[src/rtl/sw_pkg.sv]
// Shared types and constants for the stopwatch mode sequencer.
package sw_pkg;

  localparam int TIME_W = 16;
  // 9:59.9 is the largest value the M:SS.d counter can show.
  localparam logic [TIME_W-1:0] TIME_MAX  = 16'h9599;
  localparam logic [TIME_W-1:0] TIME_ZERO = 16'h0000;

  typedef enum logic [2:0] {
    ST_IDLE   = 3'd0,
    ST_RUN    = 3'd1,
    ST_SPLIT  = 3'd2,
    ST_PAUSE  = 3'd3,
    ST_RECALL = 3'd4
  } state_t;

endpackage

[src/rtl/lap_bank.sv]
// Lap register file: one write port at wr_ptr and one async read port.
// Owns the lap count, the full flag and the index of the most recent write.
// Writes that arrive while the bank is full are discarded.
module lap_bank
  import sw_pkg::*;
#(
  parameter int LAP_DEPTH = 4,
  parameter int IDX_W     = 2
) (
  input  logic              clk,
  input  logic              rst,
  input  logic              we,
  input  logic              clr,
  input  logic [TIME_W-1:0] wr_data,
  input  logic [IDX_W-1:0]  rd_idx,
  output logic [TIME_W-1:0] rd_data,
  output logic [IDX_W:0]    lap_cnt,
  output logic              lap_full,
  output logic [IDX_W-1:0]  last_idx
);

  logic [TIME_W-1:0] mem [LAP_DEPTH];
  logic [IDX_W-1:0]  wr_ptr;
  logic              do_write;

  assign lap_full = (lap_cnt == (IDX_W+1)'(LAP_DEPTH));
  assign do_write = we && !lap_full && !clr;
  assign rd_data  = mem[rd_idx];

  // Storage: no reset needed, only entries below lap_cnt are ever shown.
  always_ff @(posedge clk) begin
    if (!rst && do_write) begin
      mem[wr_ptr] <= wr_data;
    end
  end

  // Pointer, count and last-written index; clr empties the bank.
  always_ff @(posedge clk) begin
    if (rst || clr) begin
      wr_ptr   <= '0;
      lap_cnt  <= '0;
      last_idx <= '0;
    end else if (do_write) begin
      wr_ptr   <= wr_ptr + 1'b1;
      lap_cnt  <= lap_cnt + 1'b1;
      last_idx <= wr_ptr;
    end
  end

endmodule

[src/rtl/stopwatch_seq_ctrl.sv]
// Mode sequencer for the M:SS.d stopwatch: run/pause/split/recall FSM,
// split hold timer and display source mux. Event priority in one cycle is
// clr_p > start_p > max-stop > lap_p, among the events that are legal in
// the current state; the losing events are dropped.
module stopwatch_seq_ctrl
  import sw_pkg::*;
#(
  parameter int LAP_DEPTH  = 4,
  parameter int IDX_W      = 2,
  parameter int HOLD_TICKS = 30
) (
  input  logic              clk,
  input  logic              rst,
  input  logic              tick,
  input  logic              start_p,
  input  logic              lap_p,
  input  logic              clr_p,
  input  logic [TIME_W-1:0] time_in,
  output logic              cnt_en,
  output logic              cnt_clr,
  output logic [TIME_W-1:0] disp_time,
  output logic [IDX_W-1:0]  lap_idx,
  output logic [IDX_W:0]    lap_cnt,
  output logic              lap_full,
  output logic              running,
  output logic [2:0]        dbg_state
);

  localparam int HOLD_W = $clog2(HOLD_TICKS + 1);

  state_t            state, state_n;
  logic [HOLD_W-1:0] hold_cnt, hold_n;
  logic [IDX_W-1:0]  rd_idx, rd_n;
  logic [TIME_W-1:0] frozen, frozen_n;
  logic              lap_we, lap_clr;
  logic [TIME_W-1:0] lap_rd_data;
  logic [IDX_W-1:0]  last_idx;
  logic              at_max, max_stop;

  assign at_max   = (time_in == TIME_MAX);
  assign max_stop = at_max && tick;

  lap_bank #(
    .LAP_DEPTH (LAP_DEPTH),
    .IDX_W     (IDX_W)
  ) u_lap_bank (
    .clk      (clk),
    .rst      (rst),
    .we       (lap_we),
    .clr      (lap_clr),
    .wr_data  (time_in),
    .rd_idx   (rd_idx),
    .rd_data  (lap_rd_data),
    .lap_cnt  (lap_cnt),
    .lap_full (lap_full),
    .last_idx (last_idx)
  );

  // State, hold timer, recall index and frozen split registers.
  always_ff @(posedge clk) begin
    if (rst) begin
      state    <= ST_IDLE;
      hold_cnt <= '0;
      rd_idx   <= '0;
      frozen   <= TIME_ZERO;
    end else begin
      state    <= state_n;
      hold_cnt <= hold_n;
      rd_idx   <= rd_n;
      frozen   <= frozen_n;
    end
  end

  // Next-state logic with per-state event priority.
  always_comb begin
    state_n  = state;
    hold_n   = hold_cnt;
    rd_n     = rd_idx;
    frozen_n = frozen;
    lap_we   = 1'b0;
    lap_clr  = 1'b0;
    case (state)
      ST_IDLE: begin
        if (start_p) state_n = ST_RUN;
      end
      ST_RUN: begin
        if (start_p || max_stop) begin
          state_n = ST_PAUSE;
        end else if (lap_p) begin
          state_n  = ST_SPLIT;
          frozen_n = time_in;
          lap_we   = 1'b1;
          hold_n   = HOLD_W'(HOLD_TICKS);
        end
      end
      ST_SPLIT: begin
        if (start_p || max_stop) begin
          state_n  = ST_PAUSE;
          frozen_n = TIME_ZERO;
          hold_n   = '0;
        end else if (lap_p) begin
          frozen_n = time_in;
          lap_we   = 1'b1;
          hold_n   = HOLD_W'(HOLD_TICKS);
        end else if (tick) begin
          // The tick that takes the timer to zero also releases the split.
          if (hold_cnt <= HOLD_W'(1)) begin
            state_n = ST_RUN;
            hold_n  = '0;
          end else begin
            hold_n = hold_cnt - 1'b1;
          end
        end
      end
      ST_PAUSE: begin
        if (clr_p) begin
          state_n = ST_IDLE;
          lap_clr = 1'b1;
        end else if (start_p && !at_max) begin
          state_n = ST_RUN;
        end else if (lap_p && (lap_cnt != '0)) begin
          state_n = ST_RECALL;
          rd_n    = '0;
        end
      end
      ST_RECALL: begin
        if (clr_p) begin
          state_n = ST_IDLE;
          lap_clr = 1'b1;
          rd_n    = '0;
        end else if (start_p) begin
          state_n = ST_RUN;
          rd_n    = '0;
        end else if (lap_p) begin
          if ({1'b0, rd_idx} == lap_cnt - 1'b1) begin
            state_n = ST_PAUSE;
            rd_n    = '0;
          end else begin
            rd_n = rd_idx + 1'b1;
          end
        end
      end
      default: state_n = ST_IDLE;
    endcase
  end

  // Outputs decoded from registered state; cnt_en drops as soon as 9:59.9 shows.
  always_comb begin
    running   = (state == ST_RUN) || (state == ST_SPLIT);
    cnt_en    = running && !at_max;
    cnt_clr   = (state == ST_IDLE);
    lap_idx   = (state == ST_RECALL) ? rd_idx : last_idx;
    dbg_state = state;
    case (state)
      ST_SPLIT:  disp_time = frozen;
      ST_RECALL: disp_time = lap_rd_data;
      default:   disp_time = time_in;
    endcase
  end

endmodule

[config.mk]
export PLATFORM = sky130hd
export DESIGN_NAME = stopwatch_seq_ctrl
export DESIGN_NICKNAME = d
export VERILOG_FILES = /design/src/rtl/sw_pkg.sv /design/src/rtl/lap_bank.sv /design/src/rtl/stopwatch_seq_ctrl.sv
export SDC_FILE = /design/constraint.sdc
export NUM_CORES = 1
export LEC_CHECK = 0
export BUFFER_PORTS_ARGS = -buffer_cell sky130_fd_sc_hd__buf_2
export CORE_ASPECT_RATIO = 0.75
export CORE_MARGIN = 4
export CORE_UTILIZATION = 63
export DETAILED_ROUTE_END_ITERATION = 8
export PLACE_DENSITY = 0.85
export SYNTH_ARGS = -nofsm -noshare
export SYNTH_HDL_FRONTEND = slang
export SYNTH_SLANG_ARGS = --single-unit
export TNS_END_PERCENT = 100
[constraint.sdc]
create_clock -name clk -period 5.4 [get_ports clk]
set_clock_uncertainty 0.1 [all_clocks]
set_input_delay 0 -clock clk [delete_from_list [all_inputs] [get_ports clk]]
set_output_delay 0 -clock clk [all_outputs]
set_load 0.02 [all_outputs]
==> flow_summary_export.csv, run 1 <==
group,metric,value,unit
worst_setup_path,crit_slowest_cell,"sky130_fd_sc_hd__dfxtp_1",
worst_setup_path,worst_setup_path_start_kind,"flop",
grt,grt_max_degree,30,
routing,avgViaCountPerCell,6.32,
routing,post_drt_wl_per_cell,19.3,microns
place,hpwl,6.95,mm
clock_tree,clock-root-buffer,"sky130_fd_sc_hd__clkbuf_8",
synthesis,synth.lib_cells_used.distinct,61,
clock_tree,clk_path_buf_depth,2,
place,place.detailed.instances,536,
place,finalWeightedCongestion,0.891,
pwr,irDropWorstVdd,0.205,mV
sta,setup-tns-final,0,ns
pwr,cellLeakagePower,1.93,nW
sta,timing.final.ws_setup,1.90,ns
floorplanning,chipWidth,109,microns
routing,number_of_nets_still_failing_antenna_checks_after_routing,0,
synthesis,synth.yosys.seq_area_share,54.4,%
layout,layout-area-overhead-vs-synth,14.5,%
layout,nNetsFinal,494,
synthesis,total_nets_after_synthesis,441,
sta,worstMarginPinSlew,1.28,ns
pwr,p_int,0.00126,W
sta,final_max_slew_viol_count,0,
grt,grt_pass1_vias,3547,
worst_setup_path,end_kind,"primary output",
clock_tree,numCtsBuffers,9,
clock_tree,cts_tree,"built",
floorplanning,core_area,0.00740,sq mm
routing,detail_route.wirelength,11.0,mm
worst_setup_path,cp_cell_instances,"nor3b_2 > buf_4 > nor2_1 > a22oi_1 > nand2_1 > buf_2",
min_path,min-delay-path-class,"input port to flop",
place,place_worst_setup_slack,2.43,ns
sta,fin_crit_sh,64.8,%
pwr,comb_power_share,21.4,%
synthesis,ys.flop_type,"sky130_fd_sc_hd__edfxtp_1",
pwr,p_switching,0.000568,W
routing,num_vias,3595,
floorplanning,io_pins,50,
pwr,clock_share_of_power,30.1,%
sta,timing_hold_violations_final,0,
routing,route.detailed.drc,0,
worst_setup_path,cp_data_arrival_time,3.40,ns
clock_tree,clkLatencyLatePin,0.37,ns
layout,antennaDiodeCount,0,
synthesis,postSynthRegisterBits,99,
worst_setup_path,timing.critical_path.required,5.30,ns
worst_setup_path,crit_path_start,"dbg_state[2]",
clock_tree,post_cts.repair.setup_buffers,0,
layout,stdcell_area,0.00552,sq mm
synthesis,synth_edf_count,64,
pwr,power-per-cell-area,331,mW/mm^2
clock_tree,cts_resized,0,
sta,grt_setup_unrepaired,"no",
sta,fmax,286,MHz
routing,first_pass_iters,5,
synthesis,synth.cell_area,0.00482,sq mm
layout,final_common_cell,"sky130_fd_sc_hd__nand2_1",
clock_tree,cts.reportedPaths.clkPinSlew,0.10,ns
place,number_of_buffer_cells_added_on_primary_ports,49,
grt,antenna_found_initial,0,
pwr,seqPwrFrac,48.5,%
layout,final_cells,569,
worst_setup_path,reg2reg_setup_slack,2.41,ns
sta,slew-limit-headroom,14.2,%
clock_tree,ctsHtreeMaxLevel,3,
flow_run,max-cap-violations,0,
min_path,min_from,"start_p",
worst_setup_path,critical_path_class,"flop to primary output",
layout,layout_common_cells,"sky130_fd_sc_hd__nand2_1 (78), sky130_fd_sc_hd__edfxtp_1 (64), sky130_fd_sc_hd__buf_2 (49)",
worst_setup_path,cp_slowest_stage_delay,0.98,ns
clock_tree,cts.sinks,99,
pwr,p_sw_share,31.1,%
synthesis,post_synth_inst_count,410,
floorplanning,fp.dieH,83.8,microns
floorplanning,die_area,0.00913,sq mm
sta,report.final.setup_viol,0,
routing,detailedRoute.firstIterationViolations,313,
sta,final_period_minus_worst_setup_slack,3.50,ns
worst_setup_path,top_fanout_value_on_the_critical_path,29,
layout,final_util,74.6,%
synthesis,synth-async-reset-ratio,0,%
floorplanning,floorplan.initialDensity,65.2,%
grt,wire_length_of_the_first_global_routing_pass,17.9,mm
run_status,run_status,"finished clean",
layout,final_layout_size_suffix_gt1_share,21.2,%
synthesis,yosys_warnings,0,
worst_setup_path,crit-reg2reg-launch,"dbg_state[0]",
place,post_dp_cell_area,0.00512,sq mm
floorplanning,num_rows,27,
grt,grt_overflow,0,
synthesis,mean_post_synth_cell_area,11.8,sq um
grt,grtUsageTotal,25.3,%
==> power by group through the flow <==
stage | Clock (W) | Combinational (W) | Sequential (W)
6_report | 0.000549 | 0.000390 | 0.000885
3_3_place_gp | 0 | 0.000364 | 0.000899
5_1_grt | 0.000589 | 0.000426 | 0.000891
3_5_place_dp | 0 | 0.000375 | 0.000902
4_1_cts | 0.000553 | 0.000386 | 0.000884
2_1_floorplan | 0 | 0.000275 | 0.000886
==> final timing paths <==
check                                 to  cells after the start
setup / recovery            disp_time[0]                      6
hold reg to reg   u_lap_bank.last_idx[1]                      2
setup reg to reg   u_lap_bank.mem[2][12]                      5
hold / removal              dbg_state[0]                      3
==> synth_stat cells, drive strengths merged, types with 2 or more instances <==
cell type  count  area, sq um
o31ai          3         22.5
mux4          16          360
nand2b         2         12.5
a311oi         2         23.8
nand4bb        4         61.3
dfxtp         35          701
inv           12         45.0
nand3          2         10.0
edfxtp        64         1920
a21oi          6         30.0
mux2i          7         70.1
buf           12         55.1
a31oi          2         12.5
xnor2          4         35.0
and3           7         48.8
and2           3         18.8
a21o           4         31.3
a32oi          2         17.5
a211oi         3         22.5
nor2          19         71.3
a2111o         2         22.5
o21ai          7         35.0
xor2           2         17.5
o211ai        17          128
nor3           5         25.0
o2111ai       16          140
nor3b          3         22.5
nor4           5         37.5
clkbuf        16         60.1
ha             9          113
nand3b         2         15.0
a2111oi        3         51.3
nand2         78          293
o21a           3         22.5
a22oi         16          120
==> final cells by class <==
| type | instances | area [sq um] |
|---|---|---|
| Clock buffer | 9 | 124 |
| Sequential cell | 99 | 2620 |
| Fill cell | 477 | 1880 |
| Multi-Input combinational cell | 271 | 2050 |
| Tap cell | 101 | 126 |
| Inverter | 12 | 45.0 |
| Timing Repair Buffer | 70 | 445 |
| Clock inverter | 7 | 108 |
==> logic make-up after synthesis <==
family	count (synthesis)	share of synthesized area, %
simple gates	137	14.0
flops	99	54.4
compound gates	96	16.0
buf+inv	40	3.32
mux	23	8.93
fa+ha+maj	9	2.34
xor+xnor	6	1.09
==> through the flow <==
step	total power [W]	hold WS, ns
after floorplan	0.00116	-0.00113
after global placement	0.00126	0.164
after detailed placement	0.00128	0.164
after CTS	0.00182	0.0109
after global routing	0.00191	0.0389
final	0.00182	0.0292
==> flip-flops by register name (all words and copies together) (netlist names), named ones only <==
signal and cells:
u_lap_bank.last_idx 2, u_lap_bank.lap_cnt 3, dbg_state 3, u_lap_bank.mem 64
rd_idx 2, hold_cnt 5, u_lap_bank.wr_ptr 2, frozen 16
==> worst max-delay path: cells and delay by family, from the launching register on <==
family	cells	cell delay, ns
simple gates	3	1.31
flops	1	0.98
buf+inv	2	0.44
compound gates	1	0.27
==> metal layers <==
layer  vias up  track usage (%)  wire [microns]
met1      1731             36.1            4780
met3        18             7.04             876
met2       159             38.2            5170
met4         0             6.88             150
met5         -                0               0
li1       1687                -               -
==> what timing repair did <==
action                     CTS  global route
hold buffers                17             0
hold endpoints to repair    81             0
setup endpoints to repair    0             0
(Power assumes the default switching activity.)
==> inputs of run 2 (changes only) <==
- CORE_UTILIZATION: 63 -> 59
- PLACE_DENSITY: 0.85 -> 0.8
- clock period: 5.4 -> 3.6 ns (I/O delays scaled with it)
==> run 2 against run 1 <==
Against the previous run:
- sequential share of layout area is 0.36 points lower
- critical path depth stayed put
- combinational power is 52% higher
- final cell count is 1.9% higher
- count of clock-buffer cells in the layout stayed put
- hold slack better by 0.0076 ns
- cell area is 0.77% higher
- sequential cell count stayed put
- via count is 2.0% higher
- critical endpoint is now disp_time[13]
- largest cell class unchanged
- largest power group unchanged
- highest routed layer unchanged
==> flow_summary_export.csv, run 2 (same netlist as run 1, synthesis figures left out) <==
group,metric,value,unit
run_status,run_status,"finished clean",
grt,grt_overflow,0,
worst_setup_path,critical_path_class,"flop to primary output",
sta,slew-limit-headroom,12.5,%
worst_setup_path,worst_setup_path_start_kind,"flop",
pwr,cellLeakagePower,1.96,nW
sta,fin_crit_sh,90.2,%
grt,grt_pass1_vias,3621,
floorplanning,io_pins,50,
layout,final_layout_size_suffix_gt1_share,21.9,%
floorplanning,fp.dieH,86.3,microns
sta,worstMarginPinSlew,1.31,ns
worst_setup_path,timing.critical_path.required,3.50,ns
layout,largest_register,"u_lap_bank.mem",
sta,timing_hold_violations_final,0,
sta,report.final.setup_viol,0,
routing,detail_route.wirelength,11.6,mm
min_path,min-delay-path-class,"input port to flop",
layout,final.fill_count,604,
grt,antenna_found_initial,0,
layout,nNetsFinal,501,
clock_tree,ctsHtreeMaxLevel,3,
floorplanning,core_area,0.00792,sq mm
worst_setup_path,end_kind,"primary output",
place,number_of_buffer_cells_added_on_primary_ports,49,
routing,number_of_nets_still_failing_antenna_checks_after_routing,0,
routing,route.detailed.drc,0,
worst_setup_path,reg2reg_setup_slack,0.82,ns
clock_tree,cts_resized,0,
worst_setup_path,top_fanout_value_on_the_critical_path,29,
sta,setup-tns-final,0,ns
pwr,power-per-cell-area,485,mW/mm^2
clock_tree,cts.sinks,99,
place,place.detailed.instances,547,
grt,grtUsageTotal,25.4,%
clock_tree,clk_path_buf_depth,2,
routing,first_pass_iters,5,
layout,layout_common_cells,"sky130_fd_sc_hd__nand2_1 (78), sky130_fd_sc_hd__edfxtp_1 (64), sky130_fd_sc_hd__buf_2 (49)",
clock_tree,numCtsBuffers,9,
grt,grt_max_degree,30,
worst_setup_path,cp_data_arrival_time,3.15,ns
sta,fmax,308,MHz
place,finalWeightedCongestion,0.847,
layout,antennaDiodeCount,0,
routing,avgViaCountPerCell,6.32,
place,hpwl,7.49,mm
sta,grt_setup_unrepaired,"no",
layout,max_reg_flops,64,
clock_tree,cts_hold_repair.buffers,17,
clock_tree,cts.reportedPaths.clkPinSlew,0.10,ns
clock_tree,clock-root-buffer,"sky130_fd_sc_hd__clkbuf_8",
clock_tree,clkLatencyLatePin,0.38,ns
clock_tree,post_cts.repair.setup_buffers,0,
pwr,irDropWorstVdd,0.334,mV
sta,final_period_minus_worst_setup_slack,3.25,ns
layout,layout-area-overhead-vs-synth,15.4,%
routing,num_vias,3667,
flow_run,max-cap-violations,0,
sta,final_max_slew_viol_count,0,
grt,wire_length_of_the_first_global_routing_pass,19.0,mm
routing,detailedRoute.firstIterationViolations,461,
floorplanning,floorplan.initialDensity,60.9,%
floorplanning,num_rows,28,
clock_tree,cts_tree,"built",
layout,final_cells,580,
routing,post_drt_wl_per_cell,19.9,microns
floorplanning,die_area,0.00970,sq mm
layout,layout_top_registers,"u_lap_bank.mem x64, frozen x16, hold_cnt x5",
floorplanning,chipWidth,112,microns
layout,final_common_cell,"sky130_fd_sc_hd__nand2_1",
## run 2: per-stage QoR
stage               power [W]  worst slack [ns]  hold WS [ns]  utilization [%]  instance area, sq um
floorplan             0.00174             0.879      -0.00113                -                  4820
global placement      0.00191              1.02         0.169             65.4                  5170
detailed placement    0.00193             0.828         0.177             65.4                  5170
CTS                   0.00271             0.403        0.0111             70.2                  5560
global route          0.00283             0.108        0.0421             70.2                  5560
finish                0.00270             0.352        0.0368             70.2                  5560
## run 2: power by group
part,internal [W],switching [W]
clock network,0.000389,0.000385
logic,0.000222,0.000372
registers,0.00126,0.0000696
## run 2: layout make-up
type / count / area, sq um / area share [%]
Timing Repair Buffer: 77 / 498 / 8.95
Clock buffer: 9 / 124 / 2.23
Clock inverter: 7 / 92.6 / 1.66
Sequential cell: 99 / 2620 / 47.2
Multi-Input combinational cell: 271 / 2050 / 36.8
Tap cell: 105 / 131 / 2.36
Inverter: 12 / 45.0 / 0.810
## run 2: path summary, 6_finish.rpt
check                                   from            end  depth (start not counted)
worst max-delay path            dbg_state[2]  disp_time[13]                          6
worst min register to register     frozen[8]      frozen[8]                          2
worst min-delay path                 start_p   dbg_state[2]                          4
worst max register to register  dbg_state[2]           flop                          6
## run 2: critical path: stages, from the launching register on
cell                      delay [ns]
sky130_fd_sc_hd__dfxtp_1        0.67
sky130_fd_sc_hd__nor3b_2        0.34
sky130_fd_sc_hd__buf_4          0.21
sky130_fd_sc_hd__nor2_1         0.99
sky130_fd_sc_hd__a22oi_1        0.22
sky130_fd_sc_hd__nand2_1        0.15
sky130_fd_sc_hd__buf_2          0.17
## run 2: layer usage
layer  GRT usage [%]  wire, microns  share of wire [%]
met1            35.2           5080                 44
met2            39.5           5460                 47
met3            7.12            812                7.0
met4            7.64            214                1.9
met5               0              0                  0
==> inputs of run 3 (changes only) <==
- CORE_MARGIN: 4 -> 10
- PLACE_DENSITY: 0.8 -> 0.77
==> run 3 against run 2 <==
Against the previous run:
- count of clock-buffer cells in the layout is 2 higher
- register-to-register slack hardly changed
- sequential cell count stayed put
- combinational power is 0.8% higher
- utilization is 0.22 points lower
- worst setup slack better by 0.19 ns
- final cell count is 0.17% higher
- sequential share of layout area is 0.15 points higher
- hold slack better by 0.038 ns
- critical endpoint is now disp_time[8]
==> flow_summary_export.csv, run 3 (same netlist as run 1, synthesis figures left out) <==
group,metric,value,unit
sta,slew-limit-headroom,18.1,%
grt,antenna_found_initial,0,
routing,detail_route.wirelength,11.7,mm
clock_tree,cts.sinks,99,
sta,timing.final.ws_setup,0.539,ns
floorplanning,core_area,0.00792,sq mm
clock_tree,cts.reportedPaths.clkPinSlew,0.09,ns
routing,avgViaCountPerCell,6.30,
pwr,irDropWorstVdd,0.291,mV
place,hpwl,7.75,mm
grt,grt_pass1_vias,3601,
grt,grtUsageTotal,18.9,%
grt,grt_max_degree,30,
layout,nNetsFinal,502,
worst_setup_path,critical_path.endpoint,"disp_time[8]",
floorplanning,chipWidth,124,microns
layout,final.fill_count,602,
pwr,power-per-cell-area,473,mW/mm^2
grt,wire_length_of_the_first_global_routing_pass,19.1,mm
layout,multi_input_gate_area_in_the_final_layout,0.00205,sq mm
clock_tree,cts_tree,"built",
place,place_worst_setup_slack,0.608,ns
layout,antennaDiodeCount,0,
place,finalWeightedCongestion,0.859,
grt,grt_overflow,0,
clock_tree,clk_path_buf_depth,2,
worst_setup_path,reg2reg_setup_slack,0.81,ns
worst_setup_path,reg2regPathDepth,5,
clock_tree,clkLatencyLatePin,0.37,ns
sta,worstMarginPinSlew,1.23,ns
worst_setup_path,top_fanout_value_on_the_critical_path,29,
worst_setup_path,crit-reg2reg-capture,"u_lap_bank.mem[2][14]",
layout,largest_register,"u_lap_bank.mem",
layout,sequential_cell_area,0.00262,sq mm
sta,timing_hold_violations_final,0,
worst_setup_path,crit_path_start,"dbg_state[2]",
worst_setup_path,worst_setup_path_start_kind,"flop",
layout,stdcell_area,0.00554,sq mm
worst_setup_path,crit_slowest_cell,"sky130_fd_sc_hd__dfxtp_1",
place,number_of_buffer_cells_added_on_primary_ports,49,
routing,number_of_nets_still_failing_antenna_checks_after_routing,0,
place,post_dp_cell_area,0.00517,sq mm
run_status,run_status,"finished clean",
sta,final_period_minus_worst_setup_slack,3.06,ns
floorplanning,num_rows,28,
pwr,p_total,0.00262,W
sta,setup-tns-final,0,ns
clock_tree,clock-root-buffer,"sky130_fd_sc_hd__clkbuf_8",
layout,layout_common_cells,"sky130_fd_sc_hd__nand2_1 (78), sky130_fd_sc_hd__edfxtp_1 (64), sky130_fd_sc_hd__buf_2 (49)",
layout,max_reg_flops,64,
worst_setup_path,cp_data_arrival_time,2.96,ns
sta,fmax,327,MHz
clock_tree,ctsHtreeMaxLevel,3,
routing,num_vias,3661,
worst_setup_path,end_kind,"primary output",
layout,layout_top_registers,"u_lap_bank.mem x64, frozen x16, hold_cnt x5",
floorplanning,floorplan.initialDensity,60.9,%
clock_tree,numCtsBuffers,9,
routing,post_drt_wl_per_cell,20.2,microns
sta,final_max_slew_viol_count,0,
flow_run,max-cap-violations,0,
min_path,min-delay-path-class,"input port to flop",
worst_setup_path,crit-reg2reg-launch,"dbg_state[0]",
sta,grt_setup_unrepaired,"no",
pwr,cellLeakagePower,1.95,nW
worst_setup_path,timing.critical_path.required,3.50,ns
floorplanning,die_area,0.0122,sq mm
floorplanning,fp.dieH,98.3,microns
sta,fin_crit_sh,85.0,%
floorplanning,io_pins,50,
routing,first_pass_iters,5,
routing,route.detailed.drc,0,
worst_setup_path,cp_cell_instances,"nor3b_2 > buf_4 > nor2_2 > a22oi_1 > nand2_1 > buf_2",
routing,detailedRoute.firstIterationViolations,378,
layout,final_common_cell,"sky130_fd_sc_hd__nand2_1",
worst_setup_path,cp_slowest_stage_delay,1.02,ns
worst_setup_path,critical_path_class,"flop to primary output",
layout,final_layout_size_suffix_gt1_share,21.8,%
sta,report.final.setup_viol,0,
layout,layout-area-overhead-vs-synth,15.0,%
run 3: per-stage QoR:
stage | instances | util (%) | hold WS [ns]
floorplan | 410 | - | -0.00113
global placement | 547 | 65.4 | 0.163
detailed placement | 547 | 65.4 | 0.170
CTS | 581 | 70.0 | 0.0603
global route | 581 | 70.0 | 0.132
finish | 581 | 70.0 | 0.0745
run 3: metal layers:
layer  vias up  GRT usage, %  share of wire (%)
met1      1795          24.3                 42
met2       154          30.5                 48
li1       1698             -                  -
met5         -             0                  0
met4         0          5.18                1.2
met3        14          5.62                8.0
run 3: where the power goes:
group | internal [W] | switching, W
clock | 0.000320 | 0.000374
combinational | 0.000225 | 0.000373
sequential | 0.00126 | 0.0000688
total | 0.00180 | 0.000816
run 3: area by class of cell:
cell class,count,share of cell area [%]
clock buffers,11,2.37
inverters,12,0.812
repair buffers,78,9.16
multi-input cells,271,37.0
clock inverters,5,0.993
flip-flops and latches,99,47.3
well taps,105,2.37
run 3: timing repair:
item | in CTS | in global routing
resized for setup | 0 | 1
endpoints found under the hold margin | 82 | 0
hold buffers | 18 | 0
endpoints found under the setup margin | 0 | 12
buffers inserted | 0 | 0
run 3: worst min-delay path by stage:
stage / startpoint / end / cells past startpoint / slack [ns]
2_1_floorplan: time_in[0] / u_lap_bank.mem[0][0] / 0 / -0.001
3_3_place_gp: time_in[11] / u_lap_bank.mem[3][11] / 1 / 0.16
3_5_place_dp: time_in[5] / u_lap_bank.mem[3][5] / 1 / 0.17
4_1_cts: clr_p / dbg_state[0] / 4 / 0.06
5_1_grt: tick / dbg_state[1] / 4 / 0.13
6_report: clr_p / dbg_state[0] / 4 / 0.07
run 3: worst max-delay path: cells and delay by family (launching register included):
family                 cells  cell delay (ns)
flip-flops                 1             1.02
AND/OR/NAND/NOR            3             0.96
buffers and inverters      2             0.43
AO/OA/AOI/OAI              1             0.17
